## src/rtl/rat_uart_tx_port.sv

```systemverilog
// RAT MCU output-port UART transmitter: decodes OUT writes into a small FIFO
// and serialises each byte as an 8N1 frame, with a status byte and a drain interrupt.
module rat_uart_tx_port #(
  parameter int         CLKS_PER_BIT   = 868,
  parameter int         FIFO_DEPTH     = 4,
  parameter logic [7:0] DATA_PORT_ID   = 8'h40,
  parameter logic [7:0] STATUS_PORT_ID = 8'h41
) (
  input  logic       CLK,
  input  logic       RESET_N,
  input  logic [7:0] OUT_PORT,
  input  logic [7:0] PORT_ID,
  input  logic       IO_STRB,
  output logic [7:0] STATUS,
  output logic       TX,
  output logic       TX_INT
);

  localparam int          PTR_W     = (FIFO_DEPTH > 2) ? 2 : 1;
  localparam logic [2:0]  DEPTH_C   = 3'(FIFO_DEPTH);
  localparam logic [15:0] BAUD_LAST = 16'(CLKS_PER_BIT - 1);

  typedef enum logic [1:0] {
    S_IDLE,
    S_START,
    S_DATA,
    S_STOP
  } state_e;

  state_e           state_q, state_d;
  logic [15:0]      baud_q, baud_d;
  logic [2:0]       bitcnt_q, bitcnt_d;
  logic [7:0]       shreg_q, shreg_d;
  logic             tx_q, tx_d;
  logic             tx_int_q, tx_int_d;
  logic [7:0]       fifo_q [FIFO_DEPTH];
  logic [7:0]       fifo_d [FIFO_DEPTH];
  logic [PTR_W-1:0] rd_ptr_q, rd_ptr_d;
  logic [PTR_W-1:0] wr_ptr_q, wr_ptr_d;
  logic [2:0]       count_q, count_d;
  logic             ovf_q, ovf_d;

  logic data_wr;
  logic ctrl_wr;
  logic fifo_empty;
  logic fifo_full;
  logic baud_term;
  logic pop;
  logic push;

  always_comb begin
    data_wr    = IO_STRB && (PORT_ID == DATA_PORT_ID);
    ctrl_wr    = IO_STRB && (PORT_ID == STATUS_PORT_ID) && OUT_PORT[3];
    fifo_empty = (count_q == 3'd0);
    fifo_full  = (count_q == DEPTH_C);
    baud_term  = (baud_q == BAUD_LAST);
    // The head is taken either from idle or at the end of a stop bit, so
    // back-to-back frames run with no idle bit between them.
    pop        = !fifo_empty &&
                 ((state_q == S_IDLE) || ((state_q == S_STOP) && baud_term));
    // A simultaneous pop frees the slot, so a write while full still lands.
    push       = data_wr && (!fifo_full || pop);
  end

  always_comb begin
    fifo_d   = fifo_q;
    wr_ptr_d = wr_ptr_q;
    rd_ptr_d = rd_ptr_q;
    count_d  = count_q;
    ovf_d    = ovf_q;

    if (push) begin
      fifo_d[wr_ptr_q] = OUT_PORT;
      wr_ptr_d         = wr_ptr_q + PTR_W'(1);
    end
    if (pop) begin
      rd_ptr_d = rd_ptr_q + PTR_W'(1);
    end

    case ({push, pop})
      2'b10:   count_d = count_q + 3'd1;
      2'b01:   count_d = count_q - 3'd1;
      default: count_d = count_q;
    endcase

    if (data_wr && fifo_full && !pop) begin
      ovf_d = 1'b1;
    end
    if (ctrl_wr) begin
      ovf_d = 1'b0;
    end
  end

  always_comb begin
    state_d  = state_q;
    baud_d   = baud_q + 16'd1;
    bitcnt_d = bitcnt_q;
    shreg_d  = shreg_q;
    tx_int_d = 1'b0;

    case (state_q)
      S_IDLE: begin
        baud_d = 16'd0;
        if (pop) begin
          shreg_d = fifo_q[rd_ptr_q];
          state_d = S_START;
        end
      end
      S_START: begin
        if (baud_term) begin
          baud_d   = 16'd0;
          bitcnt_d = 3'd0;
          state_d  = S_DATA;
        end
      end
      S_DATA: begin
        if (baud_term) begin
          baud_d  = 16'd0;
          shreg_d = {1'b0, shreg_q[7:1]};
          if (bitcnt_q == 3'd7) begin
            state_d = S_STOP;
          end else begin
            bitcnt_d = bitcnt_q + 3'd1;
          end
        end
      end
      S_STOP: begin
        if (baud_term) begin
          baud_d = 16'd0;
          if (pop) begin
            shreg_d = fifo_q[rd_ptr_q];
            state_d = S_START;
          end else begin
            state_d  = S_IDLE;
            tx_int_d = 1'b1;
          end
        end
      end
      default: begin
        state_d = S_IDLE;
        baud_d  = 16'd0;
      end
    endcase

    // TX is registered, so it is derived from the state being entered.
    case (state_d)
      S_START: tx_d = 1'b0;
      S_DATA:  tx_d = shreg_d[0];
      default: tx_d = 1'b1;
    endcase
  end

  always_ff @(posedge CLK) begin
    if (!RESET_N) begin
      state_q  <= S_IDLE;
      baud_q   <= 16'd0;
      bitcnt_q <= 3'd0;
      shreg_q  <= 8'd0;
      tx_q     <= 1'b1;
      tx_int_q <= 1'b0;
      rd_ptr_q <= '0;
      wr_ptr_q <= '0;
      count_q  <= 3'd0;
      ovf_q    <= 1'b0;
    end else begin
      state_q  <= state_d;
      baud_q   <= baud_d;
      bitcnt_q <= bitcnt_d;
      shreg_q  <= shreg_d;
      tx_q     <= tx_d;
      tx_int_q <= tx_int_d;
      rd_ptr_q <= rd_ptr_d;
      wr_ptr_q <= wr_ptr_d;
      count_q  <= count_d;
      ovf_q    <= ovf_d;
    end
  end

  // Storage needs no reset: the count and pointers alone define validity.
  always_ff @(posedge CLK) begin
    fifo_q <= fifo_d;
  end

  assign STATUS = {1'b0, count_q, ovf_q, (state_q != S_IDLE), fifo_full, fifo_empty};
  assign TX     = tx_q;
  assign TX_INT = tx_int_q;

endmodule

```

## config.mk

```make
export PLATFORM = sky130hd
export DESIGN_NAME = rat_uart_tx_port
export DESIGN_NICKNAME = d
export VERILOG_FILES = /design/src/rtl/rat_uart_tx_port.sv
export SDC_FILE = /design/constraint.sdc
export NUM_CORES = 1
export LEC_CHECK = 0
export CORE_MARGIN = 5
export CORE_UTILIZATION = 51
export DETAILED_ROUTE_END_ITERATION = 8
export GPL_TIMING_DRIVEN = 0
export PLACE_DENSITY = 0.83
export SLEW_MARGIN = 15
export SYNTH_ARGS = -nofsm -noshare
export SYNTH_HDL_FRONTEND = slang
export SYNTH_SLANG_ARGS = --single-unit
```

## constraint.sdc

```tcl
create_clock -name CLK -period 2.5 [get_ports CLK]
set_clock_uncertainty 0.2 [all_clocks]
set_input_delay 0.5 -clock CLK [delete_from_list [all_inputs] [get_ports CLK]]
set_output_delay 0.5 -clock CLK [all_outputs]
set_load 0.02 [all_outputs]
```

# Word level (Yosys, flattened, before mapping)
# Index checks and enable logic that the tools add are counted.
[word_totals]
reg_bits = 71
latch_bits = 0
ramBits = 0
romBits = 0
inputBits = 19
output_inout_bits = 10
word_cells = 94
n_memories = 0
[classes]
add_sub_neg = 6
n_mul = 0
div = 0
n_lt_le_gt_ge = 3
eq_ne = 16
shifts = 0
mux = 26
bitwise = 3
reduce_logical = 25
[ops]
columns = ["op", "count"]
rows = [
  ["8-bit 2-to-1 mux", 6],
  ["32-bit bitwise mux", 1],
  ["16-bit one-hot mux with 2 select lines", 1],
  ["8-bit one-hot mux with 3 select lines", 1],
  ["16-bit by 1-bit adder with 16-bit output (second input constant)", 1],
  ["8-bit binary-select mux with 2-bit select", 1],
  ["8-bit demux with 2-bit select", 1],
  ["16-bit by 10-bit == test with 1-bit output (second input constant)", 1],
  ["8-bit by 7-bit == test with 1-bit output (second input constant)", 2],
  ["16-bit 2-to-1 mux", 1],
  ["3-bit one-hot mux with 2 select lines", 2],
  ["2-bit 2-to-1 mux", 5],
  ["1-bit logical AND", 9],
  ["3-bit 2-to-1 mux", 3],
  ["2-bit == test (second input constant)", 4],
  ["2-bit != test (second input constant)", 4],
  ["2-bit one-hot mux with 4 select lines", 1],
  ["3-bit by 1-bit adder with 3-bit output (second input constant)", 2],
  ["2-bit by 1-bit == test with 1-bit output (second input constant)", 3],
  ["3-bit == test (second input constant)", 2],
  ["3-bit greater-or-equal comparator (second input constant)", 2],
  ["2-bit inverter with 3-bit output", 2],
  ["3-bit AND reduction", 2],
  ["2-bit nonzero test", 3],
  ["other kinds (14)", 19],
]

# Logic depth before layout (Yosys ltp)
# Gate-level depths: netlist (run 1).
[depth]
word_depth = 9
ltp_mapped = 12

# Worst setup path after synthesis (run 1)
# No wires, ideal clock.
[synth_timing]
path_type = "flip-flop to flip-flop"
from = "reg baud_q[0]"
to = "reg count_q[2]"
arrival_time_ns = 2.385
required_time_ns = 2.178
setup_slack_ns = -0.207
stages_incl_launch_ff = 12
cell_sequence = "dfxtp_1 ha_1 and4_1 and4_1 buf_4 a21o_1 buf_2 nand2_1 fa_1 a2111oi_0 o21ai_0 o311a_1"
[synth_between]
elab_chain_len = 8
word_cells_on_any_way = 10
classes_between = "eq/ne (3); mux (1); reduce/logical (6)"
[synth_lines]
columns = ["element", "line", "text"]
rows = [
  ["start: declaration", "31", "logic [15:0] baud_q, baud_d;"],
  ["start signal: assignment", "167", "baud_q <= baud_d;"],
  ["16-bit by 10-bit == test with 1-bit output (*)", "56", "baud_term = (baud_q == BAUD_LAST);"],
  ["1-bit logical AND (*)", "60", "((state_q == S_IDLE) || ((state_q == S_STOP) && baud_term));"],
  ["1-bit logical OR (*)", "60", ""],
  ["1-bit logical AND (*)", "59", "pop = !fifo_empty &&"],
  ["1-bit logical OR", "62", "push = data_wr && (!fifo_full || pop);"],
  ["1-bit logical AND", "62", ""],
  ["2-bit by 1-bit == test with 1-bit output or 2-bit == test (tied branches)", "80", "case ({push, pop})"],
  ["3-bit one-hot mux with 2 select lines or 2-bit nonzero test (tied branches)", "--", ""],
  ["end signal: assignment", "174", "count_q <= count_d;"],
  ["end: declaration", "40", "logic [2:0] count_q, count_d;"],
]
# Mark *: on every way between the ends. The rest lies on a longest branch, timed or not.
# A chain may end at the register's enable or synchronous reset.

# Worst setup path after layout (run 1)
[layout_timing]
from = "in PORT_ID[1]"
to = "reg count_q[2]"
[layout_between]
elab_chain_len = 5
word_cells_on_any_way = 7
classes_between = "eq/ne (3); mux (1); reduce/logical (3)"
[layout_lines]
columns = ["element", "line", "text"]
rows = [
  ["start: declaration", "12", "input logic [7:0] PORT_ID,"],
  ["8-bit by 7-bit == test with 1-bit output (*)", "52", "data_wr = IO_STRB && (PORT_ID == DATA_PORT_ID);"],
  ["1-bit logical AND (*)", "52", ""],
  ["1-bit logical AND (*)", "62", ""],
  ["2-bit by 1-bit == test with 1-bit output or 2-bit == test (tied branches)", "80", ""],
  ["3-bit one-hot mux with 2 select lines or 2-bit nonzero test (tied branches)", "--", ""],
]
# Marks and branches as above.

==> results of run 1 <==
[state kept, by name, summed over array words and instances (netlist names)]
signal    count
baud_q       16
state_q       2
bitcnt_q      3
ovf_q         1
wr_ptr_q      2
shreg_q       8
rd_ptr_q      2
fifo_q       32
TX_INT        1
TX            1
count_q       3
[final cells by class]
class,instances,share of cell area
clock buffer,9,0.0311
sequential,71,0.440
tap,77,0.0242
clock inverter,7,0.0160
inverter,11,0.0104
buffer,14,0.0239
multi-input combinational,191,0.372
timing repair buffer,35,0.0824
[final timing paths]
| path | end | slack, ps | depth (start not counted) |
|---|---|---|---|
| setup / recovery | count_q[2] | -80 | 9 |
| hold / removal | shreg_q[6] | 280 | 1 |
| setup reg to reg | count_q[2] | -80 | 11 |
| hold reg to reg | shreg_q[6] | 280 | 1 |
[Yosys cell counts, types with 6 or more instances]
cell      instances
edfxtp_1         32
nand3_1          14
mux4_1            7
inv_1            11
xor2_1            9
a22oi_1           6
o21ai_0          11
and2_1            8
a21oi_1          11
clkbuf_1          6
ha_1              8
nand2_1          19
dfxtp_1          39
nor2_1           28
[worst max-delay path, delay by kind of cell]
family / cells / cell delay (ps)
and+or+nand+nor: 3 / 780
AOI/OAI and AO/OA: 4 / 620
buffers and inverters: 1 / 450
adders and majority gates: 1 / 270
[layer usage]
| metal | up-vias | GRT usage | wire (um) |
|---|---|---|---|
| li1 | 1147 | - | - |
| met1 | 1125 | 0.196 | 2790 |
| met2 | 42 | 0.262 | 3270 |
| met3 | 13 | 0.0492 | 259 |
| met4 | 0 | 0.0720 | 136 |
| met5 | - | 0 | 0 |
[kinds of logic after synthesis]
group,count (synthesis)
flops,71
fa+ha+maj,9
simple gates,103
other cells,1
compound gates,50
buf+inv,25
xor+xnor,14
mux,14
[per-stage QoR]
stage	setup TNS [ps]	hold slack, ps	util	cell area [um2]
global route	-123	297	0.634	3980
CTS	0	275	0.631	3960
finish	-78.9	275	0.634	3980
global placement	-17160	247	0.584	3670
detailed placement	-16930	252	0.584	3670
floorplan	0	233	-	3300
[timing repair]
item / in CTS / in global routing
buffers inserted: 7 / 1
endpoints found under the hold margin: 0 / 0
endpoints found under the setup margin: 37 / 35
resized for setup: 19 / 4
pin swaps: 6 / 1
[report_power, final]
part / leakage, nW / internal [mW] / switching, mW / total [mW]
Clock: 0.0903 / 0.382 / 0.489 / 0.871
Sequential: 0.606 / 1.30 / 0.0720 / 1.38
Combinational: 0.689 / 0.494 / 0.537 / 1.03
==> results by group, run 1 <==
Synth
  • Cells after Synth: about 290
  • Ranking of synthesized cells by area: edfxtp_1, dfxtp_1, mux4_1
  • Synthesized area: 0.00327 mm2
  • Sequential share of the synthesized area: 0.532
  • Compound-Gate Fraction of Synth Area: 0.103
  • Synth warn: 0
  • Count of cell types in the netlist: 54
  • Post-synthesis adder-cell area fraction: 0.0367
  • Synthesized flop and latch total: 71
  • Synth top area share: 0.294
  • Net count after synthesis: 315
  • Asr flop ratio synth: 0
  • Mux cell area share after synthesis: 0.0818
  • Main flop type after synthesis: dfxtp_1
  • Avg Cell Area, Syn: about 11 um2
  • EDFF count, synth: 32
  • Largest family of logic cells by synthesized area: simple AND/OR/NAND/NOR gates
  • XOR/XNOR Fraction of Synth Area: 0.0375
  • Post-synthesis simple-gate area fraction: 0.170
  • Top cell type by total area after synthesis: edfxtp_1

Critical path
  • Critical path's largest stage delay: 450 ps
  • Ordered list of cells on the worst path: clkdlybuf4s50_1 -> nor4_4 -> nand3_2 -> nand2_1 -> fa_2 -> o21ai_0 -> a211oi_1 -> o21ai_1 -> o311a_1
  • Critical path arrival: 2620 ps
  • Slowest-stage cell, CP: clkdlybuf4s50_1
  • Crit path launch: PORT_ID[1]
  • Nature of the critical path endpoint: flip-flop
  • Setup crit start kind: primary input
  • CP max FO: 7
  • Worst r2r src: count_q[2]
  • Worst path required time: approximately 2600 ps
  • Setup CP Type: in -> reg

Cells and area
  • Ant. Diodes: 0
  • Area taken by multi-input logic gates: 0.00148 mm2
  • Synth-to-Final Area Change: 21.6%
  • Nets: 361
  • Fin cells: 415
  • FILL cells: 487
  • Layout cell share with drive strength beyond 1: 0.180
  • Sequential Area: about 0.0018 mm2
  • Most common cell after layout, fill and taps aside: dfxtp_1
  • Most frequent cells in the layout: dfxtp_1, edfxtp_1, nor2_1, clkdlybuf4s50_1, nand2_1

Place
  • Port Buf Inserts: 27
  • HPWL after detailed placement: 4.35 mm
  • Place WS: -519 ps
  • Final Wtd Congestion: 0.825
  • Cells after DPL: 391

Min path
  • Worst min-delay path category: reg -> reg
  • Hold path start: shreg_q[6]

Detailed routing
  • DR iter-0 viols: between 100 and 150
  • DRC: 0
  • Antenna-violating nets left: 0
  • First-pass DRT Iterations: 4
  • WL final: 6.46 mm
  • Via density: 5.61
  • Vias: 2,327
  • DR WL/cell: 15.6 um

STA
  • Final setup margin: -78.9 ps
  • Final setup vio count: 1
  • Final Hold Fails: 0
  • RSZ-0062 raised after global routing: yes
  • Fmax: a little under 400 MHz
  • Min Tclk post-route: 2580 ps
  • Period Utilization, post-route: 1.03
  • Final Max Tran Viols: 0

Clock tree
  • Max clock buf depth: 2
  • H-Tree Depth: 3
  • Clk slew on worst S/H paths: 80 ps
  • Clock Sinks: between 70 and 80
  • Clock Latency Late Sink: ~350 ps
  • CTS tree: done
  • CTS Buf Count: 9
  • # hold bufs at CTS: 0
  • Clk root buf: clkbuf_8

Global route
  • Largest net degree at the start of global routing: 16
  • Vias in the first global route: 2,273
  • First-pass GRT wire length: 10.5 mm
  • Total GRT Usage: 0.161
  • Initial antenna violation count: 0
  • Total grt overflow: 0

Power
  • Leakage: 1.39 nW
  • Cell Pwr Density: 824 mW/mm2
  • Final Power: 3.28 mW
  • Max IR drop VDD: 533 uV

Floorplan
  • Die Area: 0.00812 mm2
  • Horiz. Die Dim: 90.1 um
  • Initial Util: 0.521
  • Core Area: 0.00628 mm2
  • Die Y: 90.1 um
  • Cell Rows: 29
  • I/O pin count: 29

Status
  • Violated checks: negative setup slack
  • Status: finished, violations left

Flow run
  • Max-cap check violation count: 0
(Power assumes the default switching activity.)
==> run 2, diff against run 1 <==
--- a/config.mk
+++ b/config.mk
@@ -10,6 +10,7 @@
 export DETAILED_ROUTE_END_ITERATION = 8
 export GPL_TIMING_DRIVEN = 0
 export PLACE_DENSITY = 0.83
+export REMOVE_ABC_BUFFERS = 1
 export SLEW_MARGIN = 15
 export SYNTH_ARGS = -nofsm -noshare
 export SYNTH_HDL_FRONTEND = slang
==> run 2 against run 1 <==
  * The flow now finishes without violations
  * First-iteration DRC count rose by 130%
  * Die area did not move
  * Worst hold slack got worse by 4.9 ps
  * Highest routed layer unchanged
  * Critical path depth did not move
  * Sequential share of layout area rose by 0.55 points
  * Largest cell class unchanged
  * Wire length rose by 3.0%
  * Cell area fell by 0.94%
  * Utilization fell by 0.60 points
  * Sequential cell count did not move
  * Critical path type is now reg -> reg
==> results by group, run 2 (synthesized netlist as in run 1, its figures left out) <==
Power
  • Max IR drop VDD: slightly above 500 uV
  • Leakage: 1.35 nW
  • Final Power: 3.25 mW
  • Cell Pwr Density: 825 mW/mm2

Clock tree
  • Clock Latency Late Sink: 360 ps
  • Clock Sinks: 71
  • H-Tree Depth: 3
  • Max clock buf depth: 2
  • Clk slew on worst S/H paths: around 80 ps
  • CTS tree: done
  • Clk root buf: clkbuf_8
  • # hold bufs at CTS: 0
  • CTS Buf Count: 9

Detailed routing
  • WL final: approximately 6.7 mm
  • Antenna-violating nets left: 0
  • DRC: 0
  • First-pass DRT Iterations: 4
  • DR WL/cell: 16.5 um
  • DR iter-0 viols: 260
  • Via density: 5.90
  • Vias: between 2,000 and 2,500

STA
  • Min Tclk post-route: 2470 ps
  • Final setup vio count: 0
  • Final setup margin: 28.9 ps
  • Period Utilization, post-route: 0.988
  • Relative slew slack: 0.575
  • Worst-margin pin slew: 636 ps
  • Fmax: around 400 MHz
  • Final Hold Fails: 0
  • Final Max Tran Viols: 0
  • RSZ-0062 raised after global routing: yes

Cells and area
  • Fin cells: 403
  • Largest reg by FF count: fifo_q
  • Max reg flops: 32
  • Most frequent cells in the layout: dfxtp_1, edfxtp_1, nor2_1, clkdlybuf4s50_1, nand2_1
  • Layout cell share with drive strength beyond 1: 0.181
  • Nets: 349
  • Most common cell after layout, fill and taps aside: dfxtp_1
  • Synth-to-Final Area Change: 20.5%
  • Ant. Diodes: 0
  • Leading registers by flop count: fifo_q (32), baud_q (16), shreg_q (8)
  • FILL cells: between 400 and 500

Global route
  • First-pass GRT wire length: 10.2 mm
  • Initial antenna violation count: 0
  • Largest net degree at the start of global routing: 17
  • Vias in the first global route: between 2,000 and 2,500
  • Total grt overflow: 0
  • Total GRT Usage: 0.158

Floorplan
  • Initial Util: 0.521
  • Die Y: between 90 and 100 um
  • Core Area: 0.00628 mm2
  • I/O pin count: 29
  • Cell Rows: 29
  • Die Area: 0.00812 mm2
  • Horiz. Die Dim: 90.1 um

Min path
  • Hold path start: shreg_q[4]
  • Hold path cells: 1
  • Worst min-delay path category: reg -> reg
  • Hold endpoint: shreg_q[4]

Critical path
  • Worst reg-to-reg path cell count: 9
  • Reg-to-reg setup timing slack: between 20 and 30 ps
  • Critical path arrival: 2570 ps
  • Critical path's largest stage delay: 420 ps
  • Nature of the critical path endpoint: flip-flop
  • Worst r2r src: baud_q[1]
  • Setup crit start kind: flip-flop
  • Reg-to-Reg End: count_q[2]
  • Delay-heaviest family, CP: compound AO/OA/AOI/OAI gates
  • CP max FO: 6
  • Slowest-stage cell, CP: fa_2
  • Worst path required time: about 2600 ps
  • Setup CP Type: reg -> reg
  • Ordered list of cells on the worst path: ha_4 -> and4_1 -> and4_4 -> a21o_4 -> nand2_2 -> fa_2 -> o31a_1 -> o21ai_1 -> o311a_1
  • CP Buf/Inv Count: 0

Place
  • Place WS: -654 ps
  • Final Wtd Congestion: a little under 0.8
  • HPWL after detailed placement: 4.24 mm
  • Cells after DPL: 377
  • Port Buf Inserts: 27

Flow run
  • Max-cap check violation count: 0

Status
  • Status: finished clean
run 2: stage by stage:
stage / util / area (um2) / TNS (ps) / hold WS, ps
floorplan: - / 3190 / -211 / 233
global placement: 0.567 / 3560 / -17510 / 247
detailed placement: 0.567 / 3560 / -22520 / 252
CTS: 0.610 / 3830 / -89.3 / 270
global route: 0.628 / 3940 / -67.4 / 275
finish: 0.628 / 3940 / 0 / 271
run 2: worst max-delay path by stage:
stage               start         end  slack, ps  cells past startpoint
3_5_place_dp   PORT_ID[1]  fifo_q[13]       -650                      5
3_3_place_gp    baud_q[0]  count_q[2]       -550                      9
5_1_grt        count_q[2]  count_q[2]        -70                     10
6_report        baud_q[1]  count_q[2]         30                      9
2_1_floorplan   baud_q[0]  count_q[2]       -210                      9
4_1_cts         baud_q[1]  count_q[2]        -90                      9
run 2: where the power goes:
| group | switching, mW | total (mW) | internal, mW |
|---|---|---|---|
| clock | 0.487 | 0.867 | 0.380 |
| combinational | 0.502 | 0.958 | 0.456 |
| sequential | 0.121 | 1.43 | 1.31 |
| total | 1.11 | 3.25 | 2.14 |
run 2: layer usage:
| layer | routed length, um | share of wire | track usage | vias to the layer above |
|---|---|---|---|---|
| li1 | - | - | - | 1127 |
| met1 | 2930 | 0.44 | 0.207 | 1163 |
| met2 | 3210 | 0.48 | 0.242 | 74 |
| met3 | 398 | 0.060 | 0.0484 | 12 |
| met4 | 115 | 0.017 | 0.0682 | 0 |
| met5 | 0 | 0 | 0 | - |
run 2: cell type report:
class | instances | area [um2] | share of cell area
Multi-Input combinational cell | 191 | 1520 | 0.384
Tap cell | 77 | 96.3 | 0.0244
Clock buffer | 9 | 124 | 0.0314
Inverter | 11 | 41.3 | 0.0105
Timing Repair Buffer | 37 | 347 | 0.0879
Sequential cell | 71 | 1760 | 0.446
Clock inverter | 7 | 61.3 | 0.0156
run 2: timing repair:
item                       in CTS  in global routing
setup buffers                   2                  8
resized for setup              26                 14
pin swaps                       0                  8
setup endpoints to repair      60                  3
